### config.mk
export PLATFORM = sky130hd
export DESIGN_NAME = mem_responder_flat
export DESIGN_NICKNAME = d
export VERILOG_FILES = /design/src/rtl/mem_pkg.sv /design/src/rtl/mem_responder_if.sv /design/src/rtl/mem_resp_array.sv /design/src/rtl/mem_responder.sv /design/src/flat_wrapper.sv
export SDC_FILE = /design/constraint.sdc
export NUM_CORES = 2
export LEC_CHECK = 0
export ABC_AREA = 1
export CAP_MARGIN = 10
export CORE_MARGIN = 8
export CORE_UTILIZATION = 60
export CTS_CLUSTER_SIZE = 12
export DETAILED_ROUTE_END_ITERATION = 6
export PLACE_DENSITY = 0.84
export SYNTH_ARGS = -nofsm -noshare
export SYNTH_HDL_FRONTEND = slang
export SYNTH_SLANG_ARGS = --single-unit
### constraint.sdc
create_clock -name clk_i -period 43.5 [get_ports clk_i]
set_input_delay 8.7 -clock clk_i [delete_from_list [all_inputs] [get_ports clk_i]]
set_output_delay 8.7 -clock clk_i [all_outputs]
set_load 0.01 [all_outputs]
### src/rtl/mem_pkg.sv
// Shared definitions for the memory access protocol: responder FSM state
// encoding and the operation codes carried on wr_rd_i. Also used by the
// memory test sequencer, so the encodings here are fixed.
package mem_pkg;

  typedef enum logic [1:0] {
    IDLE = 2'd0,
    WAIT = 2'd1,
    RESP = 2'd2
  } state_e;

  localparam logic OP_WR = 1'b1;
  localparam logic OP_RD = 1'b0;

endpackage

### src/rtl/mem_responder_if.sv
// Single-port valid/ready memory access bus.
// Signal names are taken from the responder's point of view.
//   valid_i  : request valid, held with all request fields until ready_o
//   wr_rd_i  : 1 = write, 0 = read
//   addr_i   : word address
//   wdata_i  : write data
//   rdata_o  : read data, valid with ready_o on a read, then held
//   ready_o  : one-cycle completion pulse
//   err_o    : out-of-range flag, only ever high together with ready_o
// Handshake: the initiator raises valid_i and holds it and every request
// field stable until it sees ready_o=1; the transfer completes in that
// ready_o cycle. The responder looks at valid_i only while idle.
interface mem_responder_if #(
  parameter int WIDTH      = 16,
  parameter int ADDR_WIDTH = 6
);
  logic                  valid_i;
  logic                  wr_rd_i;
  logic [ADDR_WIDTH-1:0] addr_i;
  logic [WIDTH-1:0]      wdata_i;
  logic [WIDTH-1:0]      rdata_o;
  logic                  ready_o;
  logic                  err_o;

  modport master (
    output valid_i, wr_rd_i, addr_i, wdata_i,
    input  rdata_o, ready_o, err_o
  );

  modport slave (
    input  valid_i, wr_rd_i, addr_i, wdata_i,
    output rdata_o, ready_o, err_o
  );
endinterface

### src/rtl/mem_resp_array.sv
// DEPTH x WIDTH storage for the memory responder.
// Ports:
//   clk_i, rst_i : clock, asynchronous active-high reset (clears every word)
//   we_i, waddr_i, wdata_i : single write port
//   re_i, rzero_i, raddr_i : registered read port; rzero_i loads zero instead
//                            of a word (used for out-of-range reads)
//   rdata_o      : read register, holds until the next read
module mem_resp_array #(
  parameter int WIDTH      = 16,
  parameter int DEPTH      = 64,
  parameter int ADDR_WIDTH = 6
) (
  input  logic                  clk_i,
  input  logic                  rst_i,
  input  logic                  we_i,
  input  logic [ADDR_WIDTH-1:0] waddr_i,
  input  logic [WIDTH-1:0]      wdata_i,
  input  logic                  re_i,
  input  logic                  rzero_i,
  input  logic [ADDR_WIDTH-1:0] raddr_i,
  output logic [WIDTH-1:0]      rdata_o
);

  logic [WIDTH-1:0] mem_q [DEPTH];
  logic [WIDTH-1:0] rdata_q;

  always_ff @(posedge clk_i or posedge rst_i) begin
    if (rst_i) begin
      for (int i = 0; i < DEPTH; i++) mem_q[i] <= '0;
      rdata_q <= '0;
    end else begin
      if (we_i) mem_q[waddr_i] <= wdata_i;
      if (re_i) rdata_q <= rzero_i ? '0 : mem_q[raddr_i];
    end
  end

  assign rdata_o = rdata_q;

endmodule

### src/rtl/mem_responder.sv
// Responder end of the valid/ready memory access protocol. Accepts one
// request at a time, waits WAIT_STATES cycles, then completes it with a
// one-cycle ready_o pulse (err_o alongside for addresses >= DEPTH).
// Ports:
//   clk_i, rst_i : clock, asynchronous active-high reset
//   bus          : mem_responder_if slave modport (request in, response out)
//   wr_cnt_o     : completed in-range writes, saturating
//   rd_cnt_o     : completed in-range reads, saturating
//   state_o      : current FSM state (debug)
module mem_responder
  import mem_pkg::*;
#(
  parameter int WIDTH       = 16,
  parameter int DEPTH       = 64,
  parameter int ADDR_WIDTH  = (DEPTH > 1) ? $clog2(DEPTH) : 1,
  parameter int WAIT_STATES = 2,
  parameter int CNT_WIDTH   = 16
) (
  input  logic                 clk_i,
  input  logic                 rst_i,
  mem_responder_if.slave       bus,
  output logic [CNT_WIDTH-1:0] wr_cnt_o,
  output logic [CNT_WIDTH-1:0] rd_cnt_o,
  output state_e               state_o
);

  state_e                state_q, state_d;
  logic [7:0]            wait_q, wait_d;
  logic                  op_q;
  logic [ADDR_WIDTH-1:0] addr_q;
  logic [WIDTH-1:0]      wdata_q;
  logic                  ready_q, err_q;
  logic [CNT_WIDTH-1:0]  wr_cnt_q, rd_cnt_q;

  logic                  accept, enter_resp;
  logic                  cur_op, cur_oob;
  logic [ADDR_WIDTH-1:0] cur_addr;
  logic [WIDTH-1:0]      cur_wdata;

  always_comb begin
    state_d = state_q;
    wait_d  = wait_q;
    unique case (state_q)
      IDLE: begin
        if (bus.valid_i) begin
          wait_d  = 8'(WAIT_STATES);
          state_d = (WAIT_STATES == 0) ? RESP : WAIT;
        end
      end
      WAIT: begin
        wait_d = wait_q - 8'd1;
        if (wait_q <= 8'd1) state_d = RESP;
      end
      RESP:    state_d = IDLE;
      default: state_d = IDLE;
    endcase
  end

  assign accept     = (state_q == IDLE) && bus.valid_i;
  assign enter_resp = (state_d == RESP) && (state_q != RESP);

  // With zero wait states the request goes straight from IDLE to RESP, so the
  // latched copies are not yet valid on that edge; use the live bus instead.
  assign cur_op    = (state_q == IDLE) ? bus.wr_rd_i : op_q;
  assign cur_addr  = (state_q == IDLE) ? bus.addr_i  : addr_q;
  assign cur_wdata = (state_q == IDLE) ? bus.wdata_i : wdata_q;
  assign cur_oob   = (32'(cur_addr) >= DEPTH);

  always_ff @(posedge clk_i or posedge rst_i) begin
    if (rst_i) begin
      state_q  <= IDLE;
      wait_q   <= '0;
      op_q     <= OP_RD;
      addr_q   <= '0;
      wdata_q  <= '0;
      ready_q  <= 1'b0;
      err_q    <= 1'b0;
      wr_cnt_q <= '0;
      rd_cnt_q <= '0;
    end else begin
      state_q <= state_d;
      wait_q  <= wait_d;
      if (accept) begin
        op_q    <= bus.wr_rd_i;
        addr_q  <= bus.addr_i;
        wdata_q <= bus.wdata_i;
      end
      ready_q <= enter_resp;
      err_q   <= enter_resp && cur_oob;
      if (enter_resp && !cur_oob) begin
        if (cur_op == OP_WR && wr_cnt_q != '1) wr_cnt_q <= wr_cnt_q + 1'b1;
        if (cur_op == OP_RD && rd_cnt_q != '1) rd_cnt_q <= rd_cnt_q + 1'b1;
      end
    end
  end

  mem_resp_array #(
    .WIDTH     (WIDTH),
    .DEPTH     (DEPTH),
    .ADDR_WIDTH(ADDR_WIDTH)
  ) u_array (
    .clk_i  (clk_i),
    .rst_i  (rst_i),
    .we_i   (enter_resp && cur_op == OP_WR && !cur_oob),
    .waddr_i(cur_addr),
    .wdata_i(cur_wdata),
    .re_i   (enter_resp && cur_op == OP_RD),
    .rzero_i(cur_oob),
    .raddr_i(cur_addr),
    .rdata_o(bus.rdata_o)
  );

  assign bus.ready_o = ready_q;
  assign bus.err_o   = err_q;
  assign wr_cnt_o    = wr_cnt_q;
  assign rd_cnt_o    = rd_cnt_q;
  assign state_o     = state_q;

endmodule
### src/flat_wrapper.sv
// flat-port wrapper written by rule: the top's interface ports become plain ports
module mem_responder_flat import mem_pkg::*;
#(
  parameter int WIDTH       = 16,
  parameter int DEPTH       = 64,
  parameter int ADDR_WIDTH  = (DEPTH > 1) ? $clog2(DEPTH) : 1,
  parameter int WAIT_STATES = 2,
  parameter int CNT_WIDTH   = 16
)
  (clk_i, rst_i, wr_cnt_o, rd_cnt_o, state_o, bus_valid_i, bus_wr_rd_i, bus_addr_i, bus_wdata_i, bus_rdata_o, bus_ready_o, bus_err_o);
  mem_responder_if #(.WIDTH(WIDTH), .ADDR_WIDTH(ADDR_WIDTH)) bus_i ();
  input  logic clk_i;
  input  logic rst_i;
  output logic [CNT_WIDTH-1:0] wr_cnt_o;
  output logic [CNT_WIDTH-1:0] rd_cnt_o;
  output state_e state_o;
  input wire logic [$bits(bus_i.valid_i)-1:0] bus_valid_i;
  input wire logic [$bits(bus_i.wr_rd_i)-1:0] bus_wr_rd_i;
  input wire logic [$bits(bus_i.addr_i)-1:0] bus_addr_i;
  input wire logic [$bits(bus_i.wdata_i)-1:0] bus_wdata_i;
  output wire logic [$bits(bus_i.rdata_o)-1:0] bus_rdata_o;
  output wire logic [$bits(bus_i.ready_o)-1:0] bus_ready_o;
  output wire logic [$bits(bus_i.err_o)-1:0] bus_err_o;
  assign bus_i.valid_i = bus_valid_i;
  assign bus_i.wr_rd_i = bus_wr_rd_i;
  assign bus_i.addr_i = bus_addr_i;
  assign bus_i.wdata_i = bus_wdata_i;
  assign bus_rdata_o = bus_i.rdata_o;
  assign bus_ready_o = bus_i.ready_o;
  assign bus_err_o = bus_i.err_o;
  mem_responder #(.WIDTH(WIDTH), .DEPTH(DEPTH), .ADDR_WIDTH(ADDR_WIDTH), .WAIT_STATES(WAIT_STATES), .CNT_WIDTH(CNT_WIDTH)) u_core (.clk_i(clk_i), .rst_i(rst_i), .bus(bus_i), .wr_cnt_o(wr_cnt_o), .rd_cnt_o(rd_cnt_o), .state_o(state_o));
endmodule
==> metrics.yaml <==
pwr:
  p_per_area_nw_per_um2: 35.0
  intPower_mw: 1.57
  p_sw_share_pct: 21.2
  seq_power_share_pct: 51.7
  ir_drop_mv: 0.0349
  pwr-share-comb_pct: 1.2
  pwr-share-clk_pct: 47.1
  leakage_nw: 26.7
  p_sw_mw: 0.423
outcome:
  outcome: "complete, but fails checks"
  violations: "design-rule violations"
synth:
  synth_xor_xnor_area_share_pct: 0.469
  synth_area_um2: 52300
  syn_area_per_cell_um2: 7.68
  yosys-mux-area-fraction_pct: 0.0406
  synthDistinctLibCells: 35
  synth_fp_nets: 6846
  synthArstFlopShare_pct: 100
  synth_adder_area_share_pct: 0.0956
  synth_ff_type: "dfrtp_1"
  synth-edff-count: 0
  yosys.area_share.simple_pct: 22.5
  ys_seq_area_share_pct: 52.9
  yosysWarningCount: 0
  synth_top_family_by_area: "simple AND/OR/NAND/NOR gates"
  yosys_register_bits: 1106
  synth_compound_area_share_pct: 13.6
  netlist_instances: 6816
timing:
  worst_slew_pin_slew_ns: 1.36
  slew_headroom_pct: 8.50
  layout_min_cycle_time_ns: 12.81
  max_freq_mhz: 78.0
  tns_ns: 0
  setup_viol: 0
  slew_violations: 0
  hold_viol_final: 0
  rsz0062_at_grt: "false"
  finClkSkew_ns: 0.0347
  timing.final.crit_share_pct: 29.5
cells_and_area:
  final.fill_count: 6835
  final_cells: 7805
  final_area_um2: 56900
  layout_commonest_cell: "nand2_1"
  layout_common_cells: "nand2_1, dfrtp_1, o21ai_0"
  drive_gt1_share_pct: 4.06
  area_delta_synth_final_pct: 8.69
  layout.nets: 6610
floorplan:
  num_rows: 108
  dieArea_um2: 96900
  core_area_um2: 86600
  die_y_um: 311
  start_util_pct: 60.4
  io_pins: 78
  die-width_um: 311
route:
  viasPerCell: 5.77
  antenna_left: 0
  post_drt_wl_per_cell_um: 19.0
  route.vias.total: 45000
  drtPass1Iterations: 7
  first_iter_violations: 5635
  drt_wl_total_mm: 148
  drc: 1
worst_hold_path:
  holdCritStartpoint: "u_core.u_array.mem_q[492]"
  hp-class: "flip-flop to flip-flop"
  holdPathStages: 2
  hold-path-endpoint: "u_core.u_array.mem_q[492]"
critical_path:
  cp-end-kind: "flip-flop"
  reg2reg_from: "u_core.state_o[0]"
  r2r_slack_ns: 37.81
  crit_path_start_kind: "primary input"
  r2r_end: "u_core.u_array.rdata_o[2]"
  critPathMaxFanout: 103
  worstSetupPathType: "primary input to flip-flop"
  ff2ff_path_depth: 16
  crit_arrival_ns: 13.41
  cp.required_ns: 44.10
job:
  maxCapViolCount: 0
placement:
  placedCellCount: 7620
  gp_congestion: 0.913
  io_buffers: 76
  dp_hpwl_mm: 83.3
  postPlaceCellArea_um2: 53300
clock_network:
  ctsResizeCount: 0
  cts_sinks: 1106
  cts_buffer_depth: 3
  cts_root_buf: "clkbuf_16"
  hold_buffers: 0
  path_clk_slew_ns: 0.06
  cts_post_setup_buffers_inserted: 0
  worstSkewPairLatency_ns: 0.71
  cts_tree: "yes"
  numCtsBuffers: 111
  cts_max_level: 3
global_route:
  antenna_found_initial: 5
  grt_pass1_vias: 42800
  grt-ovfl-total: 0
  grt_pass1_wl_mm: 235
  grt_usage_pct: 30.0
  grt_max_degree: 197
flip-flops by register name (all words and copies together) (netlist names), 2 cells and up:
register and cells:
u_core.u_array.mem_q 1024, u_core.rd_cnt_o 16, u_core.wait_q 8, u_core.wdata_q 16, u_core.wr_cnt_o 16, u_core.u_array.rdata_o 16, u_core.state_o 2, u_core.addr_q 6
cells by family after synthesis:
logic type / Yosys count
and+or+nand+nor: 2928
buffers and inverters: 1410
AOI/OAI and AO/OA: 1337
DFF: 1106
xor gates and xnor gates: 28
adders and majority gates: 4
muxes: 2
other: 1
layout make-up:
| cell class | count | area, um^2 | area share (%) |
|---|---|---|---|
| Sequential cell | 1106 | 27700 | 48.7 |
| Multi-Input combinational cell | 4300 | 19500 | 34.2 |
| Inverter | 927 | 3490 | 6.13 |
| Clock buffer | 161 | 3210 | 5.64 |
| Tap cell | 1155 | 1450 | 2.54 |
| Timing Repair Buffer | 134 | 1300 | 2.29 |
| Clock inverter | 19 | 280 | 0.493 |
| Antenna cell | 3 | 7.51 | 0.0132 |
cell usage after synthesis, types with 2 or more instances:
| cell | count | area, um^2 |
|---|---|---|
| buf_1 | 2 | 7.51 |
| nand2_1 | 2334 | 8760 |
| dfrtp_1 | 1106 | 27700 |
| nand3_1 | 371 | 1860 |
| nand4_1 | 20 | 125 |
| a21oi_1 | 7 | 35.0 |
| inv_1 | 924 | 3470 |
| nor2_1 | 151 | 567 |
| clkbuf_1 | 371 | 1390 |
| nor4_1 | 4 | 25.0 |
| ha_1 | 4 | 50.1 |
| buf_2 | 107 | 536 |
| or2_2 | 18 | 113 |
| o211ai_1 | 176 | 1320 |
| nor3b_1 | 2 | 15.0 |
| nor3_1 | 14 | 70.1 |
| o21ai_0 | 1017 | 5090 |
| clkinv_1 | 2 | 7.51 |
| nor4_4 | 8 | 170 |
| xnor2_1 | 12 | 105 |
| buf_4 | 3 | 22.5 |
| o21ai_1 | 135 | 676 |
| xor2_1 | 16 | 140 |
worst max-delay path by stage:
stage	startpoint	depth (start not counted)	endpoint	slack [ns]
detailed placement	bus_addr_i[0]	15	u_core.u_array.rdata_o[5]	30.19
finish	bus_addr_i[0]	15	u_core.u_array.rdata_o[2]	30.69
global placement	bus_addr_i[0]	15	u_core.u_array.rdata_o[2]	30.16
global route	bus_addr_i[0]	15	u_core.u_array.rdata_o[2]	30.46
floorplan	rst_i	1	u_core.addr_q[0]	3.66
CTS	bus_addr_i[0]	15	u_core.u_array.rdata_o[2]	30.87
critical path, stage by stage:
cell             delay, ns
clkdlybuf4s50_1       0.48
nand2_1               0.13
nand2_8               0.55
buf_4                 0.88
buf_4                 0.81
buf_4                 0.63
nand2_1               0.13
nand3_1               0.13
nand2_1               0.06
o21ai_0               0.24
nand2_1               0.09
nor2_1                0.13
nand3_1               0.08
nand2_1               0.08
inv_1                 0.04
metal layers:
metal | vias up | GRT usage, % | share of wire, %
met2 | 2322 | 45.7 | 44
li1 | 20800 | - | -
met1 | 21400 | 39.9 | 39
met4 | 6 | 17.4 | 6.4
met5 | - | 0 | 0.031
met3 | 527 | 6.28 | 10
power by group through the flow:
stage	clock network, mW	registers [mW]	logic, mW
after floorplan	0	1.05	0.0155
after global placement	0	1.05	0.0251
after detailed placement	0	1.05	0.0252
after CTS	0.941	1.03	0.0252
after global routing	0.981	1.03	0.0283
final	0.938	1.03	0.0240
metrics by stage:
step                total power, mW  hold WS, ns  setup slack, ns  utilization, %
CTS                            2.00        0.487            30.87            65.6
finish                         1.99        0.483            30.69            65.7
global route                   2.04        0.500            30.46            65.7
global placement               1.07        0.462            30.16            61.6
floorplan                      1.07        0.448             3.66               -
detailed placement             1.07        0.472            30.19            61.6
Note: power is estimated with default switching activity, not from simulation.
